### src/rtl/serial_deserializer_pkg.sv
// Shared types and constants for the serial receive path.
// Pure declarations: no timing, no flow control.
package serial_pkg;
  typedef enum logic [2:0] {
    IDLE,
    START,
    DATA,
    STOP,
    WAIT_HIGH
  } rx_state_t;

  localparam int CLKS_PER_BIT_DEF = 100;
  localparam int DATA_W_DEF       = 8;
  localparam int MEM_DEPTH        = 62500;
endpackage

### src/rtl/serial_deserializer_if.sv
// Line-side inputs and word-side outputs of the deserializer.
// No handshake: done/frame_err are single-cycle pulses with no backpressure.
interface serial_deserializer_if
  import serial_pkg::*;
#(
  parameter int DATA_W = DATA_W_DEF
);
  logic              enable;
  logic              serial_in;
  logic [DATA_W-1:0] data_out;
  logic              done;
  logic              frame_err;
  logic              busy;

  modport master (output enable, serial_in, input data_out, done, frame_err, busy);
  modport slave  (input enable, serial_in, output data_out, done, frame_err, busy);
endinterface

### src/rtl/serial_deserializer_sync_2ff.sv
// Two-flop synchroniser with selectable reset value.
// Latency two clocks; no backpressure.
module sync_2ff #(
  parameter logic RST_VAL = 1'b1
) (
  input  logic clock,
  input  logic reset,
  input  logic d,
  output logic q
);
  logic meta;

  always_ff @(posedge clock or negedge reset) begin
    if (!reset) begin
      meta <= RST_VAL;
      q    <= RST_VAL;
    end else begin
      meta <= d;
      q    <= meta;
    end
  end
endmodule

### src/rtl/serial_deserializer.sv
// Start/data/stop serial receiver producing LSB-first words; done lands at
// t0+2+CLKS_PER_BIT/2+(DATA_W+1)*CLKS_PER_BIT. No backpressure: pulses are fire-and-forget.
module serial_deserializer
  import serial_pkg::*;
#(
  parameter int DATA_W       = DATA_W_DEF,
  parameter int CLKS_PER_BIT = CLKS_PER_BIT_DEF
) (
  input logic                  clock,
  input logic                  reset,
  serial_deserializer_if.slave bus
);
  localparam int TW = $clog2(CLKS_PER_BIT);
  localparam int IW = (DATA_W > 1) ? $clog2(DATA_W) : 1;
  localparam logic [TW-1:0] HALF_LAST = TW'(CLKS_PER_BIT / 2 - 1);
  localparam logic [TW-1:0] FULL_LAST = TW'(CLKS_PER_BIT - 1);
  localparam logic [IW-1:0] IDX_LAST  = IW'(DATA_W - 1);

  rx_state_t         state, state_nxt;
  logic [TW-1:0]     timer, timer_nxt, timer_wrap;
  logic [IW-1:0]     idx, idx_nxt;
  logic [DATA_W-1:0] shreg, shreg_nxt, data_q;
  logic              rx_s, load;
  logic              done_q, done_nxt, ferr_q, ferr_nxt;

  sync_2ff #(.RST_VAL(1'b1)) u_sync (
    .clock (clock),
    .reset (reset),
    .d     (bus.serial_in),
    .q     (rx_s)
  );

  assign timer_wrap = (timer == FULL_LAST) ? '0 : timer + TW'(1);

  always_ff @(posedge clock or negedge reset) begin
    if (!reset) begin
      state  <= IDLE;
      timer  <= '0;
      idx    <= '0;
      shreg  <= '0;
      data_q <= '0;
      done_q <= 1'b0;
      ferr_q <= 1'b0;
    end else begin
      state  <= state_nxt;
      timer  <= timer_nxt;
      idx    <= idx_nxt;
      shreg  <= shreg_nxt;
      done_q <= done_nxt;
      ferr_q <= ferr_nxt;
      if (load) data_q <= shreg;
    end
  end

  always_comb begin
    state_nxt = state;
    timer_nxt = timer;
    idx_nxt   = idx;
    shreg_nxt = shreg;
    done_nxt  = 1'b0;
    ferr_nxt  = 1'b0;
    load      = 1'b0;
    // Dropping enable wins over any sample due this cycle, so an abort never pulses.
    if (state != IDLE && !bus.enable) begin
      state_nxt = IDLE;
      timer_nxt = '0;
      idx_nxt   = '0;
      shreg_nxt = '0;
    end else begin
      case (state)
        IDLE: begin
          if (bus.enable && !rx_s) begin
            state_nxt = START;
            timer_nxt = '0;
          end
        end
        START: begin
          if (timer == HALF_LAST) begin
            timer_nxt = '0;
            idx_nxt   = '0;
            state_nxt = rx_s ? IDLE : DATA;
          end else begin
            timer_nxt = timer + TW'(1);
          end
        end
        DATA: begin
          timer_nxt = timer_wrap;
          if (timer == FULL_LAST) begin
            shreg_nxt = {rx_s, shreg[DATA_W-1:1]};
            if (idx == IDX_LAST) begin
              idx_nxt   = '0;
              state_nxt = STOP;
            end else begin
              idx_nxt = idx + IW'(1);
            end
          end
        end
        STOP: begin
          timer_nxt = timer_wrap;
          if (timer == FULL_LAST) begin
            if (rx_s) begin
              load      = 1'b1;
              done_nxt  = 1'b1;
              state_nxt = IDLE;
            end else begin
              ferr_nxt  = 1'b1;
              state_nxt = WAIT_HIGH;
            end
          end
        end
        WAIT_HIGH: begin
          if (rx_s) state_nxt = IDLE;
        end
        default: state_nxt = IDLE;
      endcase
    end
  end

  assign bus.data_out  = data_q;
  assign bus.done      = done_q;
  assign bus.frame_err = ferr_q;
  assign bus.busy      = (state != IDLE);
endmodule
### src/flat_wrapper.sv
// flat-port wrapper written by rule: the top's interface ports become plain ports
module serial_deserializer_flat import serial_pkg::*;
#(
  parameter int DATA_W       = DATA_W_DEF,
  parameter int CLKS_PER_BIT = CLKS_PER_BIT_DEF
)
  (clock, reset, bus_enable, bus_serial_in, bus_data_out, bus_done, bus_frame_err, bus_busy);
  serial_deserializer_if #(.DATA_W(DATA_W)) bus_i ();
  input logic clock;
  input logic reset;
  input wire logic [$bits(bus_i.enable)-1:0] bus_enable;
  input wire logic [$bits(bus_i.serial_in)-1:0] bus_serial_in;
  output wire logic [$bits(bus_i.data_out)-1:0] bus_data_out;
  output wire logic [$bits(bus_i.done)-1:0] bus_done;
  output wire logic [$bits(bus_i.frame_err)-1:0] bus_frame_err;
  output wire logic [$bits(bus_i.busy)-1:0] bus_busy;
  assign bus_i.enable = bus_enable;
  assign bus_i.serial_in = bus_serial_in;
  assign bus_data_out = bus_i.data_out;
  assign bus_done = bus_i.done;
  assign bus_frame_err = bus_i.frame_err;
  assign bus_busy = bus_i.busy;
  serial_deserializer #(.DATA_W(DATA_W), .CLKS_PER_BIT(CLKS_PER_BIT)) u_core (.clock(clock), .reset(reset), .bus(bus_i));
endmodule
### config.mk
export PLATFORM = sky130hd
export DESIGN_NAME = serial_deserializer_flat
export DESIGN_NICKNAME = d
export VERILOG_FILES = /design/src/rtl/serial_deserializer_pkg.sv /design/src/rtl/serial_deserializer_if.sv /design/src/rtl/serial_deserializer_sync_2ff.sv /design/src/rtl/serial_deserializer.sv /design/src/flat_wrapper.sv
export SDC_FILE = /design/constraint.sdc
export NUM_CORES = 1
export LEC_CHECK = 0
export BUFFER_PORTS_ARGS = -buffer_cell sky130_fd_sc_hd__buf_2
export CORE_MARGIN = 8
export CORE_UTILIZATION = 35
export CTS_BUF_LIST = sky130_fd_sc_hd__clkbuf_4 sky130_fd_sc_hd__clkbuf_8 sky130_fd_sc_hd__clkbuf_16
export DETAILED_ROUTE_END_ITERATION = 6
export HOLD_SLACK_MARGIN = 0.06
export PLACE_DENSITY = 0.52
export REMOVE_ABC_BUFFERS = 1
export SKIP_LAST_GASP = 1
export SLEW_MARGIN = 25
export SYNTH_ARGS = -nofsm -noshare
export SYNTH_HDL_FRONTEND = slang
export SYNTH_SLANG_ARGS = --single-unit
### constraint.sdc
create_clock -name clock -period 2.25 [get_ports clock]
set_input_delay 0.45 -clock clock [delete_from_list [all_inputs] [get_ports clock]]
set_output_delay 0.45 -clock clock [all_outputs]
set_load 0.03 [all_outputs]
==> results.py <==
metrics = {
    "drt": {
        "num_vias": 1215,
        "drt-initial-drc-count": 70,
        "final_antenna_net_count": 0,
        "post-route-drc-count": 0,
        "avgRoutedWirePerCell_um": 14.9,
        "dr.pass1.iters": 4,
        "wl_um": 3310,
        "via_per_inst": 5.45,
    },
    "global_route": {
        "first_global_vias": 1177,
        "grt_overflow": 0,
        "grtUsageTotal_pct": 9.83,
        "grt_max_degree": 34,
        "antenna_found_initial": 0,
        "grt_pass1_wl_um": 5750,
    },
    "sta": {
        "finalCriticalPeriod_ns": 1.95,
        "tightest_slew_ns": 0.740,
        "timing.slew.headroom_pct": 50.7,
        "fin_crit_sh_pct": 86.7,
        "clock_skew_ns": 0.00600,
        "finalSetupViolCount": 0,
        "max_freq_mhz": 513,
        "tns_ns": 0,
        "setup_ws_ns": 0.299,
        "finalHoldViolCount": 0,
        "rsz0062_at_grt": "no",
        "final_max_slew_viol_count": 0,
    },
    "placed_design": {
        "dpl_cell_area_mm2": 0.00176,
        "dp_slack_ns": 0.413,
        "hpwl_um": 2380,
        "place.port_buffers": 14,
        "gp_congestion": 0.805,
    },
    "cts": {
        "cts.path.max_buffers": 2,
        "insertion_delay_ns": 0.28,
        "clk_pin_slew_ns": 0.07,
        "cts_tree": "done",
        "cts.sinks": 33,
        "h-tree-depth": 2,
        "cts-root-buf": "clkbuf_8",
        "post_cts.repair.setup_buffers": 0,
        "cts_resized": 0,
        "cts_hold_buf": 0,
        "cts_inserted_buffers": 5,
    },
    "layout": {
        "diodes": 0,
        "area_delta_synth_final_pct": 13.8,
        "mostFrequentLayoutCells": "dfrtp_1 (31), nand2_1 (16), buf_2 (14)",
        "layout_commonest_cell": "dfrtp_1",
        "final_nets": 178,
        "postLayoutCellArea_mm2": 0.00185,
        "drive_gt1_share_pct": 25.7,
    },
    "synthesis": {
        "synth_seq_cells": 33,
        "synthCells": 150,
        "synthArstFlopShare_pct": 100,
        "synth_edf_count": 0,
        "syn_area_mm2": 0.00163,
        "dominantRegCellSynth": "dfrtp_1",
        "ys_seq_area_share_pct": 51.0,
        "yosys_warnings": 0,
        "synth.distinct_cells": 40,
        "syn_avg_cell_area_um2": 10.8,
    },
    "die": {
        "core_area_mm2": 0.00441,
        "pin_count": 15,
        "row_count": 24,
        "die_w_um": 84.1,
        "start_util_pct": 36.8,
        "die_height_um": 84.1,
        "dieArea_mm2": 0.00708,
    },
    "worst_setup_path": {
        "reg2reg_to": "u_core.idx[0]$_DFFE_PN0P_",
        "worstSetupStartpointType": "flop",
        "cp.arrival_ns": 1.50,
        "cp_max_fo": 13,
        "timing.rr.start": "u_core.timer[4]$_DFFE_PN0P_",
        "rrSetupSlack_ns": 0.41,
        "r2r_cells": 4,
        "crit_type": "flop to primary output",
        "worst_setup_path_end_kind": "primary output",
        "critPathRequiredTime_ns": 1.80,
    },
    "power_and_ir_drop": {
        "leakage_nw": 0.917,
        "power_density_mw_per_mm2": 637,
        "ir_drop_mv": 0.325,
        "p_total_mw": 1.18,
    },
    "flow_run": {
        "drv_cap": 0,
    },
    "min_path": {
        "min_path_type": "input pin to async pin",
    },
    "status": {
        "status": "finished, final reports clean",
    },
}
==> report_power, final <==
part           internal [mW]  switching, mW  total (mW)
registers              0.615         0.0242       0.639
logic                 0.0418         0.0624       0.104
clock network          0.226          0.209       0.435
==> worst max-delay path, stage by stage, from the launching register on <==
cell and delay [ns]:
dfrtp_1 0.53, nor3_1 0.43, inv_1 0.07, buf_2 0.19
==> per-layer routing <==
metal,up-vias,track usage [%],share of wire [%]
li1,578,-,-
met1,603,12.8,47
met2,27,14.1,46
met3,7,3.48,5.9
met4,0,4.71,1.0
met5,-,0,0
==> cells by family after synthesis <==
group                      count (synthesis)  synth area share [%]
AOI/OAI and AO/OA                         29                  11.7
and+or+nand+nor                           58                  20.5
DFF                                       33                  51.0
adders and majority gates                  4                  3.08
buffers and inverters                      9                  2.62
muxes                                     17                  11.2
==> state kept, by name, indices dropped and copies added (netlist names) <==
name	flops
u_core.bus.done	1
u_core.shreg	8
u_core.bus.data_out	8
u_core.u_sync.q	1
u_core.u_sync.meta	1
u_core.state	3
u_core.timer	7
u_core.idx	3
u_core.bus.frame_err	1
==> Yosys cell counts, types with 2 or more instances <==
library cell	count	share of area, %
a21oi_1	2	0.62
and2_1	3	1.2
buf_4	2	0.92
dfrtp_1	31	48
dfstp_2	2	3.2
ha_1	4	3.1
inv_1	4	0.92
mux2_2	9	6.2
mux2i_1	8	4.9
nand2_1	16	3.7
nand2b_1	3	1.2
nand3_1	3	0.92
nand4_1	4	1.5
nor2_1	13	3.0
nor2b_1	3	1.2
nor3_1	3	0.92
o211ai_1	7	3.2
o21ai_0	10	3.1
o22ai_1	2	0.77
==> worst max-delay path by stage <==
stage,startpoint,to,slack [ns],depth (start not counted)
after floorplan,u_core.timer[3]$_DFFE_PN0P_,u_core.idx[0]$_DFFE_PN0P_,0.25,4
after global placement,u_core.timer[3]$_DFFE_PN0P_,u_core.bus.data_out[1]$_DFFE_PN0P_,0.42,4
after detailed placement,u_core.timer[4]$_DFFE_PN0P_,u_core.bus.data_out[3]$_DFFE_PN0P_,0.41,4
after CTS,u_core.state[1]$_DFFE_PN0P_,bus_busy,0.27,3
after global routing,u_core.state[1]$_DFFE_PN0P_,bus_busy,0.13,3
final,u_core.state[1]$_DFFE_PN0P_,bus_busy,0.30,3
==> layout make-up <==
class                           count  area [um2]
Tap cell                           52        65.1
Inverter                            4        15.0
Sequential cell                    33         828
Multi-Input combinational cell    108         754
Clock inverter                      2        10.0
Timing Repair Buffer               18         100
Clock buffer                        6        76.3
Fill cell                         443        2560
==> per-stage QoR <==
stage                     util (%)  hold slack [ns]  cells
after detailed placement      39.9            0.347    215
after global routing          41.9            0.237    223
after floorplan                  -            0.154    145
final                         41.9            0.229    223
after CTS                     41.9            0.247    223
after global placement        39.9            0.348    215
Note: power is estimated with default switching activity, not from simulation.
